## src/rtl/reg_file_sb.sv

```systemverilog
// reg_file_sb: parametrised register file with two registered read ports (port B immediate mux),
// one write-back port and a per-register busy scoreboard. Define REGFILE_BYPASS_EN for write-to-read bypass.
module reg_file_sb #(
  parameter int unsigned BUS_DATA_WIDTH = 64,
  parameter int unsigned NUM_REGS       = 32,
  parameter int unsigned ADDR_W         = $clog2(NUM_REGS)
) (
  input  logic                      clk,
  input  logic                      reset_n,
  input  logic                      rd_en,
  input  logic [ADDR_W-1:0]         addr_a,
  input  logic [ADDR_W-1:0]         addr_b,
  input  logic                      use_imm,
  input  logic [BUS_DATA_WIDTH-1:0] imm,
  output logic [BUS_DATA_WIDTH-1:0] data_a,
  output logic [BUS_DATA_WIDTH-1:0] data_b,
  output logic                      hazard,
  input  logic                      issue_en,
  input  logic [ADDR_W-1:0]         issue_addr,
  input  logic                      wb_en,
  input  logic [ADDR_W-1:0]         wb_addr,
  input  logic [BUS_DATA_WIDTH-1:0] wb_data,
  output logic [NUM_REGS-1:0]       busy_vec
);

`ifdef REGFILE_BYPASS_EN
  localparam bit BYPASS = 1'b1;
`else
  localparam bit BYPASS = 1'b0;
`endif

  logic [BUS_DATA_WIDTH-1:0] mem_q [NUM_REGS];
  logic [BUS_DATA_WIDTH-1:0] mem_d [NUM_REGS];
  logic [NUM_REGS-1:0]       busy_q, busy_d;
  logic [BUS_DATA_WIDTH-1:0] data_a_q, data_a_d;
  logic [BUS_DATA_WIDTH-1:0] data_b_q, data_b_d;

  logic                      fwd_a, fwd_b;
  logic                      pend_a, pend_b;
  logic                      hazard_c;
  logic [BUS_DATA_WIDTH-1:0] val_a, val_b;

  // Storage and scoreboard next state; issue is applied after the clear so set wins.
  always_comb begin
    mem_d  = mem_q;
    busy_d = busy_q;
    if (wb_en && (wb_addr != '0)) mem_d[wb_addr] = wb_data;
    if (wb_en)    busy_d[wb_addr]    = 1'b0;
    if (issue_en) busy_d[issue_addr] = 1'b1;
    busy_d[0] = 1'b0;
  end

  // A write-back landing this cycle both forwards its data and hides the busy bit it clears.
  always_comb begin
    fwd_a  = BYPASS && wb_en && (wb_addr == addr_a) && (addr_a != '0);
    fwd_b  = BYPASS && wb_en && (wb_addr == addr_b) && (addr_b != '0);
    pend_a = busy_q[addr_a] && !fwd_a && (addr_a != '0);
    pend_b = busy_q[addr_b] && !fwd_b && (addr_b != '0);
    val_a  = (addr_a == '0) ? '0 : (fwd_a ? wb_data : mem_q[addr_a]);
    val_b  = (addr_b == '0) ? '0 : (fwd_b ? wb_data : mem_q[addr_b]);
    hazard_c = rd_en && (pend_a || (!use_imm && pend_b));
  end

  always_comb begin
    data_a_d = data_a_q;
    data_b_d = data_b_q;
    if (rd_en && !hazard_c) begin
      data_a_d = val_a;
      data_b_d = use_imm ? imm : val_b;
    end
  end

  always_ff @(posedge clk or negedge reset_n) begin
    if (!reset_n) begin
      mem_q    <= '{default: '0};
      busy_q   <= '0;
      data_a_q <= '0;
      data_b_q <= '0;
    end else begin
      mem_q    <= mem_d;
      busy_q   <= busy_d;
      data_a_q <= data_a_d;
      data_b_q <= data_b_d;
    end
  end

  assign data_a   = data_a_q;
  assign data_b   = data_b_q;
  assign hazard   = hazard_c;
  assign busy_vec = busy_q;

endmodule

```

## config.mk

```make
export PLATFORM = sky130hd
export DESIGN_NAME = reg_file_sb
export DESIGN_NICKNAME = d
export VERILOG_FILES = /design/src/rtl/reg_file_sb.sv
export SDC_FILE = /design/constraint.sdc
export NUM_CORES = 2
export LEC_CHECK = 0
export BUFFER_PORTS_ARGS = -buffer_cell sky130_fd_sc_hd__buf_4
export CAP_MARGIN = 30
export CORE_UTILIZATION = 53
export DETAILED_ROUTE_END_ITERATION = 7
export MAX_ROUTING_LAYER = met4
export PLACE_DENSITY = 0.69
export SLEW_MARGIN = 20
export SYNTH_ARGS = -nofsm -noshare
export SYNTH_HDL_FRONTEND = slang
export SYNTH_SLANG_ARGS = --single-unit
```

## constraint.sdc

```tcl
create_clock -name clk -period 3.1 [get_ports clk]
set_input_delay 0.62 -clock clk [delete_from_list [all_inputs] [get_ports clk]]
set_output_delay 0.62 -clock clk [all_outputs]
set_load 0.005 [all_outputs]
```

==> qor.yml <==
clock_network:
  cts_buffer_depth: 3
  cts_tree: "yes"
  clock-sinks: 2207
  clk_pin_slew_worst_paths_ns: 0.06
  htree_levels: 4
  numCtsBuffers: 231
  worstSkewPairLatency_ns: 0.89
  cts_root_buffer: "clkbuf_16"
global_route:
  grt_pass1_vias: 78071
  antenna_found_initial: 24
  grt_first_pass_wirelength_mm: 556
  grtUsageTotal_pct: 36.0
  grt-ovfl-total: 0
  grt_max_degree: 142
cells_and_area:
  num-nets-final: 8007
  n_fill_cell: 16011
  syn2layout_area_growth_pct: 14.8
  drive_above_1_share_pct: 54.0
  post-route-cell-area_um2: 132000
synth:
  seq_area_frac_synth_pct: 47.9
  ys.flop_type: "dfrtp_1"
  synth_top_family_by_area: "multiplexers"
  synth-edff-count: 0
  avgSynthCellArea_um2: 15.0
  yosys_register_bits: 2207
  yosys_warnings: 0
  syn_area_um2: 115000
  synth_cells: 7675
  muxShareOfSynthArea_pct: 43.4
  async_reset_ff_share_pct: 100
  synth.distinct_cells: 52
  synth_nets: 7829
  synth-simple-area-share_pct: 1.18
  synth-xor-area-share_pct: 0
  synth_compound_area_share_pct: 4.22
  synthAdderAreaFrac_pct: 0
setup_path:
  endpoint_kind: "output pin"
  cp.arrival_ns: 2.87
  ff2ff_setup_slack_ns: 0.13
  cpPeakStageDelay_ns: 0.50
  cp-start-kind: "flip-flop"
  crit_slowest_cell: "mux4_2"
  path_buf_inv: 2
  cp_cell_sequence: "mux4_2, a2bb2oi_1, a31o_2, o32ai_2, buf_4, a31oi_4, buf_6"
  worstSetupPathType: "reg2out"
  cp_top_family: "compound AO/OA/AOI/OAI gates"
  crit_required_ns: 2.48
  path_max_fanout: 4
status:
  violations: "negative setup slack"
  status: "finished with violations"
detailed_routing:
  drc: 0
  wl_per_cell_um: 34.7
  drt_iter0_drc: 8435
  firstDrtPassIters: 6
  wirelength_mm: 379
  via_per_inst: 6.97
  vias: 76006
  antenna_left: 0
run:
  cap_violations: 0
sta:
  hold_violations: 0
  finalCritPeriodShare_pct: 113
  slew_headroom_pct: 36.2
  setup_slack_ns: -0.391
  tightest_slew_ns: 0.953
  rsz0062_at_grt: "yes"
  finalSetupViolCount: 1
  fin_hold_ws_ns: 0.0772
  finalClockSkew_ns: 0.0335
  final.min_clock_period_ns: 3.49
  drv_slew: 0
  max_freq_ghz: 0.286
placed_design:
  dp_hpwl_mm: 238
  port_buffers: 313
  place.gp.congestion: 0.902
  place_area_um2: 124000
floorplan:
  ios: 315
  die_w_um: 469
  start_util_pct: 53.5
  core_um2: 215000
  die_h_um: 469
  rows: 170
  fp.dieArea_um2: 220000
power:
  p_leak_nw: 58.6
  power-per-cell-area_nw_per_um2: 663
  peakVddDrop_mv: 0.612
hold_path:
  hold_path_class: "in2reg"
-- worst register-to-register path, delay by kind of cell (launching register included) --
family	cells	cell delay, ns
multiplexers	2	0.83
buffers and inverters	3	0.71
AO/OA/AOI/OAI	3	0.52
flip-flops	1	0.48
AND/OR/NAND/NOR	1	0.29
-- report_power, final --
part           switching (W)  internal [W]  leakage, nW
sequential           0.00481        0.0346         28.2
combinational        0.00722        0.0115         26.3
clock                 0.0122        0.0175         4.02
total                 0.0242        0.0636         58.6
-- cell usage after synthesis, types with 72 or more instances --
| cell | instances | share of area [%] |
|---|---|---|
| dfrtp_1 | 2207 | 48 |
| mux2_2 | 2049 | 20 |
| mux4_2 | 950 | 19 |
| clkbuf_1 | 592 | 1.9 |
| mux2i_1 | 393 | 3.4 |
| a22oi_1 | 277 | 1.8 |
| buf_2 | 193 | 0.84 |
| o21ai_0 | 187 | 0.81 |
| nand2_1 | 165 | 0.54 |
| a22o_1 | 81 | 0.61 |
| nor2_1 | 74 | 0.24 |
| mux2_4 | 72 | 0.94 |
-- layout make-up --
cell class                 instances  area (um2)  share of cell area, %
timing repair buffer             814        8580                   6.48
clock inverter                    85        1220                  0.920
tap                             2838        3550                   2.68
sequential                      2207       55200                   41.7
clock buffer                     342        6930                   5.23
antenna                           21        52.6                 0.0397
inverter                          63         239                  0.180
multi-input combinational       4536       56600                   42.8
-- cells by family after synthesis --
| family | after synthesis |
|---|---|
| muxes | 3511 |
| DFF | 2207 |
| and+or+nand+nor | 309 |
| buffers and inverters | 932 |
| AOI/OAI and AO/OA | 715 |
| other | 1 |
-- per-layer routing --
metal,share of wire (%),global-route usage [%],routed length (um),vias up
met1,40,48.6,150000,40973
met3,9.9,7.93,37400,1033
met5,0,-,0,-
met2,46,52.9,173000,4089
li1,-,-,-,29911
met4,4.9,15.2,18400,0
-- flip-flops by register name (all words and copies together) (netlist names) --
signal    cells
busy_vec     31
mem_q      2048
data_a       64
data_b       64
-- through the flow --
stage / std cells / util [%] / setup TNS (ns) / worst slack [ns] / power (W)
3_3_place_gp: 10441 / 57.6 / -15.35 / -0.449 / 0.0573
2_1_floorplan: 7675 / - / 0 / 0.277 / 0.0509
6_report: 10906 / 61.5 / -0.391 / -0.391 / 0.0878
3_5_place_dp: 10441 / 57.6 / -4.82 / -0.403 / 0.0582
5_1_grt: 10901 / 61.5 / -0.458 / -0.458 / 0.0912
4_1_cts: 10881 / 61.4 / -0.474 / -0.474 / 0.0879
-- placed cells by master, fill, tap and decap left out, types with 5 or more instances in the layout --
master      synthesis  routed
o221ai_1           20      20
o21ai_0           187     187
mux2_1             47      47
a22o_1             81      81
a2bb2oi_1           6       6
mux2i_1           393     392
nor2b_4             0       6
clkinv_2            0      41
clkbuf_8            0      66
nand2_4             0      15
mux2_2           2049    2049
mux4_2            950     950
buf_8               0       5
a21oi_1            36      35
nor3b_1             9       8
nand2_1           165     149
dfrtp_2             0      12
and3_1              7       7
dfrtp_1          2207    2195
clkinvlp_4          0       7
diode_2             0      21
nand3_1             9       9
a22oi_1           277     277
clkbuf_16           0     235
buf_4              12     611
o22ai_1             5       5
inv_1              62      62
a31oi_1            66      65
nor2_4              0      20
buf_12              0     191
mux2_4             72      72
clkbuf_1          592      42
o21ai_1             9       9
bufinv_16           0      25
nor2_1             74      53
a41oi_1             5       5
a21boi_0            7       7
nand3b_1            9       9
-- path summary, 6_finish.rpt --
kind	to	start	depth (start not counted)
worst max-delay path	hazard	busy_vec[8]	7
worst min-delay path	data_b[56]	imm[56]	4
worst max register to register	data_b[39]	busy_vec[8]	9
worst min register to register	mem_q[1998]	mem_q[1998]	0
max in group asynchronous	mem_q[175]	reset_n	4
min in group asynchronous	mem_q[1606]	reset_n	2
-- repair_timing --
| item | in CTS | in global routing |
|---|---|---|
| buffers inserted | 13 | 4 |
| endpoints found under the setup margin | 1 | 1 |
| pin swaps | 2 | 2 |
| hold endpoints to repair | 97 | 0 |
| hold buffers | 1 | 0 |
| gates resized for setup | 15 | 3 |
Note: power is estimated with default switching activity, not from simulation.
